$ cat config.mk
export PLATFORM = sky130hd
export DESIGN_NAME = nios_ii_system_cpu_mult_pipe
export DESIGN_NICKNAME = d
export VERILOG_FILES = /design/src/rtl/nios_ii_system_cpu_mult_pipe.sv
export SDC_FILE = /design/constraint.sdc
export NUM_CORES = 2
export LEC_CHECK = 0
export ABC_AREA = 1
export BUFFER_PORTS_ARGS = -buffer_cell sky130_fd_sc_hd__buf_2
export CAP_MARGIN = 20
export CORE_ASPECT_RATIO = 0.75
export CORE_MARGIN = 3
export CORE_UTILIZATION = 44
export DETAILED_ROUTE_END_ITERATION = 10
export HOLD_SLACK_MARGIN = 0.06
export PLACE_DENSITY = 0.65
export SKIP_CTS_REPAIR_TIMING = 1
export SYNTH_ARGS = -nofsm -noshare
export SYNTH_HDL_FRONTEND = slang
export SYNTH_SLANG_ARGS = --single-unit
$ cat constraint.sdc
create_clock -name clk -period 8.4 [get_ports clk]
set_clock_uncertainty 0.2 [all_clocks]
set_input_delay 0.84 -clock clk [delete_from_list [all_inputs] [get_ports clk]]
set_output_delay 0.84 -clock clk [all_outputs]
set_load 0.005 [all_outputs]
$ cat src/rtl/nios_ii_system_cpu_mult_pipe.sv
// Three-stage pipelined DATA_W x DATA_W multiplier (MUL / MULXSS / MULXSU / MULXUU) with tag sideband.
// Optional synchronous pipeline flush is enabled by defining MULT_PIPE_FLUSH_EN.
module nios_ii_system_cpu_mult_pipe #(
   parameter int DATA_W = 32,
   parameter int TAG_W  = 5
) (
   input  logic              clk,
   input  logic              reset,
   input  logic              in_valid,
   output logic              in_ready,
   input  logic [1:0]        in_op,
   input  logic [DATA_W-1:0] in_src1,
   input  logic [DATA_W-1:0] in_src2,
   input  logic [TAG_W-1:0]  in_tag,
   output logic              out_valid,
   input  logic              out_ready,
   output logic [DATA_W-1:0] out_result,
   output logic [TAG_W-1:0]  out_tag
`ifdef MULT_PIPE_FLUSH_EN
   ,
   input  logic              flush
`endif
);

   localparam int HALF_W = DATA_W / 2;
   localparam int PP_W   = DATA_W + 2;
   localparam int PROD_W = 2 * DATA_W;

   logic flush_i;
`ifdef MULT_PIPE_FLUSH_EN
   assign flush_i = flush;
`else
   assign flush_i = 1'b0;
`endif

   logic              s1_valid_q, s1_valid_d;
   logic [1:0]        s1_op_q, s1_op_d;
   logic [DATA_W-1:0] s1_a_q, s1_a_d;
   logic [DATA_W-1:0] s1_b_q, s1_b_d;
   logic [TAG_W-1:0]  s1_tag_q, s1_tag_d;

   logic              s2_valid_q, s2_valid_d;
   logic              s2_hi_sel_q, s2_hi_sel_d;
   logic [PP_W-1:0]   s2_ll_q, s2_ll_d;
   logic [PP_W-1:0]   s2_lh_q, s2_lh_d;
   logic [PP_W-1:0]   s2_hl_q, s2_hl_d;
   logic [PP_W-1:0]   s2_hh_q, s2_hh_d;
   logic [TAG_W-1:0]  s2_tag_q, s2_tag_d;

   logic              s3_valid_q, s3_valid_d;
   logic [DATA_W-1:0] s3_result_q, s3_result_d;
   logic [TAG_W-1:0]  s3_tag_q, s3_tag_d;

   logic              stall;
   logic              a_sgn, b_sgn;
   logic [HALF_W:0]   a_hi, a_lo, b_hi, b_lo;
   logic [PROD_W-1:0] prod;

   // Each half is widened by one bit: high halves carry the operand sign when the op is signed,
   // low halves are always non-negative, so every partial product is a plain signed multiply.
   function automatic logic signed [PP_W-1:0] ext_pp(input logic [HALF_W:0] x);
      return {{(PP_W-HALF_W-1){x[HALF_W]}}, x};
   endfunction

   function automatic logic [PROD_W-1:0] ext_prod(input logic [PP_W-1:0] x);
      return {{(PROD_W-PP_W){x[PP_W-1]}}, x};
   endfunction

   always_comb begin
      stall    = s3_valid_q && !out_ready;
      in_ready = !stall && !flush_i;

      a_sgn = (s1_op_q == 2'b01) || (s1_op_q == 2'b10);
      b_sgn = (s1_op_q == 2'b01);
      a_hi  = {a_sgn & s1_a_q[DATA_W-1], s1_a_q[DATA_W-1:HALF_W]};
      a_lo  = {1'b0, s1_a_q[HALF_W-1:0]};
      b_hi  = {b_sgn & s1_b_q[DATA_W-1], s1_b_q[DATA_W-1:HALF_W]};
      b_lo  = {1'b0, s1_b_q[HALF_W-1:0]};

      prod = ext_prod(s2_ll_q)
           + ((ext_prod(s2_lh_q) + ext_prod(s2_hl_q)) << HALF_W)
           + (ext_prod(s2_hh_q) << DATA_W);

      s1_valid_d  = s1_valid_q;
      s1_op_d     = s1_op_q;
      s1_a_d      = s1_a_q;
      s1_b_d      = s1_b_q;
      s1_tag_d    = s1_tag_q;
      s2_valid_d  = s2_valid_q;
      s2_hi_sel_d = s2_hi_sel_q;
      s2_ll_d     = s2_ll_q;
      s2_lh_d     = s2_lh_q;
      s2_hl_d     = s2_hl_q;
      s2_hh_d     = s2_hh_q;
      s2_tag_d    = s2_tag_q;
      s3_valid_d  = s3_valid_q;
      s3_result_d = s3_result_q;
      s3_tag_d    = s3_tag_q;

      if (!stall) begin
         s1_valid_d = in_valid && in_ready;
         if (in_valid && in_ready) begin
            s1_op_d  = in_op;
            s1_a_d   = in_src1;
            s1_b_d   = in_src2;
            s1_tag_d = in_tag;
         end

         s2_valid_d  = s1_valid_q;
         s2_hi_sel_d = (s1_op_q != 2'b00);
         s2_ll_d     = ext_pp(a_lo) * ext_pp(b_lo);
         s2_lh_d     = ext_pp(a_lo) * ext_pp(b_hi);
         s2_hl_d     = ext_pp(a_hi) * ext_pp(b_lo);
         s2_hh_d     = ext_pp(a_hi) * ext_pp(b_hi);
         s2_tag_d    = s1_tag_q;

         s3_valid_d  = s2_valid_q;
         s3_result_d = s2_hi_sel_q ? prod[PROD_W-1:DATA_W] : prod[DATA_W-1:0];
         s3_tag_d    = s2_tag_q;
      end

      // Flush drops every in-flight op; data registers are left as they are.
      if (flush_i) begin
         s1_valid_d = 1'b0;
         s2_valid_d = 1'b0;
         s3_valid_d = 1'b0;
      end
   end

   always_ff @(posedge clk or posedge reset) begin
      if (reset) begin
         s1_valid_q  <= 1'b0;
         s1_op_q     <= '0;
         s1_a_q      <= '0;
         s1_b_q      <= '0;
         s1_tag_q    <= '0;
         s2_valid_q  <= 1'b0;
         s2_hi_sel_q <= 1'b0;
         s2_ll_q     <= '0;
         s2_lh_q     <= '0;
         s2_hl_q     <= '0;
         s2_hh_q     <= '0;
         s2_tag_q    <= '0;
         s3_valid_q  <= 1'b0;
         s3_result_q <= '0;
         s3_tag_q    <= '0;
      end else begin
         s1_valid_q  <= s1_valid_d;
         s1_op_q     <= s1_op_d;
         s1_a_q      <= s1_a_d;
         s1_b_q      <= s1_b_d;
         s1_tag_q    <= s1_tag_d;
         s2_valid_q  <= s2_valid_d;
         s2_hi_sel_q <= s2_hi_sel_d;
         s2_ll_q     <= s2_ll_d;
         s2_lh_q     <= s2_lh_d;
         s2_hl_q     <= s2_hl_d;
         s2_hh_q     <= s2_hh_d;
         s2_tag_q    <= s2_tag_d;
         s3_valid_q  <= s3_valid_d;
         s3_result_q <= s3_result_d;
         s3_tag_q    <= s3_tag_d;
      end
   end

   assign out_valid  = s3_valid_q;
   assign out_result = s3_result_q;
   assign out_tag    = s3_tag_q;

endmodule
==> impl_results.md <==
* Status: completed
* Classification of the worst-slack hold path: in -> async
* Slew Viols, Final at 0
* CTS sink count at 249
* Largest net degree at the start of global routing at 194
* Synth Flop Type: dfrtp_1
* Cells after Synth at 6993
* Fin crit period at 7.12 ns
* Max-cap viol count at 0
* Met2 wire length at 65400 um
* Number of buffers created by CTS at 35
* Top Metal Used: met5
* CP Max Fanout at 8
* Arrival time worst endpoint at 7.41 ns
* Detailed-route DRC error count at 0
* Slew headroom at 27.9%
* CP endpoint kind: register
* EDFF count, synth at 0
* Endpoints failing setup at 0
* DRT Pass-1 Iters at 6
* Post-Syn Area at 54100 um2
* Final ANT Viol Nets at 0
* Initial Util at 44.7%
* Root buf cell: clkbuf_16
* Most used cell, CP: inv_1
* Slowest cell on crit path: fa_1
* Hpwl dp at 133000 um
* Mean Syn Cell Area at 7.73 um2
* WL/cell at 18.8 um
* Met3 WL at 17800 um
* Share of layout cells above drive strength 1 at 6.39%
* Vias in the first global route at 45000
* Die Wd at 411 um
* Syn-to-layout area delta at 6.51%
* Family with the most delay on the worst path: adder cells
* Synth top area share at 35.8%
* Routed via count at 43300
* Fraction of registers with async set/reset at 100%
* Synth Net Count at 8521
* Gpl congestion at 0.945
* Core area at 121000 um2
* Tcrit/Tclk final at 84.7%
* Buf/Inv on CP at 9
* H-tree Lvls at 2
* Initial antenna violation count at 6
* CP required at 8.69 ns
* Synth cell types at 54
* Setup crit start kind: register
* Post-DP Area at 56400 um2
* Worst path max stage delay at 0.60 ns
* Setup TNS at 0 ns
* Total wire length at 162000 um
* GR Overflow Total at 0
* Sequential area share after synthesis at 11.5%
* I/O pin count at 114
* CTS tree: built
* Most area-hungry cell type in the Yosys netlist: fa_1
* Number of synthesized register bits at 249
* Unrepaired setup endpoints after global routing: no
* Final Hold Vio Count at 0
* Vias per Instance at 5.04
* Synth top area cells: fa_1 36%, inv_1 13%, nand2_1 13%, dfrtp_1 12%, ha_1 11%
* Nets at 8468
* Global-route wire length before repair at 259000 um
* Worst-Margin Slew at 1.08 ns
* Total GRT Usage at 26.3%
* Cell Rows at 110
* Drt initial violations at 3289
* Crit path kind: reg -> reg
* Yosys warns at 0
* Fin area at 57600 um2
* Clk_lat worst skew at 0.59 ns
* Die height at 310 um
* I/O Buffers at 113
* Die area at 127000 um2
* Routed met1 length at 74100 um
* Clock Pin Slew Worst Setup and Hold Paths at 0.06 ns
* Fmax at 0.140 GHz
* CTS max path bufs at 3
[final cells by class]
cell class / count / area [um2]
clock buffer: 47 / 971
sequential: 249 / 6240
multi-input combinational: 4559 / 39700
antenna: 2 / 5.00
fill: 12000 / 63400
clock inverter: 17 / 236
tap: 1624 / 2030
inverter: 1872 / 7040
timing repair buffer: 223 / 1420
[sequential cells by signal (all words and copies together) (netlist names)]
| signal | count |
|---|---|
| out_result | 32 |
| s2_hh_q | 32 |
| s2_tag_q | 5 |
| s1_op_q | 2 |
| out_valid | 1 |
| s2_ll_q | 32 |
| s2_hl_q | 34 |
| s2_hi_sel_q | 1 |
| out_tag | 5 |
| s2_valid_q | 1 |
| s2_lh_q | 34 |
| s1_tag_q | 5 |
| s1_valid_q | 1 |
| s1_b_q | 32 |
| s1_a_q | 32 |
[layout by cell type, fill, tap and decap left out, types with 7 or more instances in the layout]
| master | instances |
|---|---|
| a21boi_0 | 10 |
| a21o_1 | 11 |
| a21oi_1 | 249 |
| a31oi_1 | 45 |
| and2_1 | 9 |
| buf_2 | 113 |
| buf_4 | 108 |
| clkbuf_1 | 7 |
| clkbuf_16 | 35 |
| dfrtp_1 | 241 |
| dfrtp_2 | 8 |
| fa_1 | 967 |
| ha_1 | 486 |
| inv_1 | 1856 |
| inv_2 | 12 |
| mux2_2 | 31 |
| nand2_1 | 1812 |
| nand2_2 | 26 |
| nand3_1 | 135 |
| nand3b_1 | 8 |
| nand4_1 | 23 |
| nor2_1 | 249 |
| nor2_2 | 15 |
| nor2_4 | 10 |
| nor3_1 | 25 |
| nor4_1 | 9 |
| o21a_1 | 8 |
| o21ai_0 | 190 |
| o21ai_1 | 13 |
| o21bai_1 | 7 |
| o31ai_1 | 11 |
| or2_2 | 40 |
| xnor2_1 | 58 |
| xor2_1 | 63 |
[cells by family (layout without fill, tap and decap cells)]
logic type      after synthesis  in the layout  share of synthesized area (%)
flops                       249            249                           11.5
buf+inv                    2185           2159                           15.2
fa+ha+maj                  1453           1453                           47.0
simple gates               2378           2378                           17.8
other cells                   0              2                              0
compound gates              575            575                           5.83
xor+xnor                    122            122                           1.99
mux                          31             31                          0.645
[synth_stat cells (3+ instances only)]
cell type and instances:
inv_1 1858, nand2_1 1813, fa_1 967, ha_1 486
clkbuf_1 307, nor2_1 250, a21oi_1 249, dfrtp_1 249
o21ai_0 190, nand3_1 135, xor2_1 63, xnor2_1 58
a31oi_1 45, or2_2 40, mux2_2 31, nand2_2 26
nor3_1 25, nand4_1 23, nor2_2 15, o21ai_1 13
inv_2 12, a21o_1 11, o31ai_1 11, a21boi_0 10
and2_1 9, nor2_4 9, nor4_1 9, nand3b_1 8
o21a_1 8, o21bai_1 7, a211oi_1 6, nand3_2 6
buf_1 5, o211ai_1 5, o221ai_1 5, a21boi_1 3
[final timing paths]
| check | start | slack [ns] | cells past startpoint | endpoint |
|---|---|---|---|---|
| worst min-delay path | reset | 0.10 | 2 | s2_ll_q[9] |
| worst min register to register | out_result[1] | 0.28 | 2 | out_result[1] |
| max in group asynchronous | reset | 6.51 | 3 | out_tag[1] |
| worst max register to register | s1_op_q[0] | 1.28 | 28 | s2_hl_q[33] |
| min in group clk | in_src1[5] | 0.27 | 2 | s1_a_q[5] |
| worst max-delay path | s1_op_q[0] | 1.28 | 28 | s2_hl_q[33] |
[per-layer routing]
metal | global-route usage [%] | vias to the layer above
met4 | 6.46 | 4
li1 | - | 20300
met1 | 38.3 | 21100
met5 | 0 | -
met2 | 38.5 | 1682
met3 | 7.51 | 206
[worst register-to-register path: cells and delay by family (launching register included)]
| family | cells | cell delay, ns |
|---|---|---|
| simple gates | 7 | 1.00 |
| xor+xnor | 1 | 0.15 |
| flops | 1 | 0.35 |
| buf+inv | 9 | 1.06 |
| fa+ha+maj | 8 | 3.82 |
| compound gates | 3 | 0.44 |
[through the flow]
step,util (%),hold slack (ns),setup WS (ns),cells
2_1_floorplan,-,0.240,0.517,6993
3_3_place_gp,46.6,0.247,1.24,8527
3_5_place_dp,46.6,0.268,1.35,8527
4_1_cts,47.6,0.0938,1.35,8591
5_1_grt,47.6,0.122,0.781,8591
6_report,47.6,0.103,1.28,8593
Power is not shown: default switching activity piles up to over one toggle a cycle in this logic, so the estimate is an artifact.
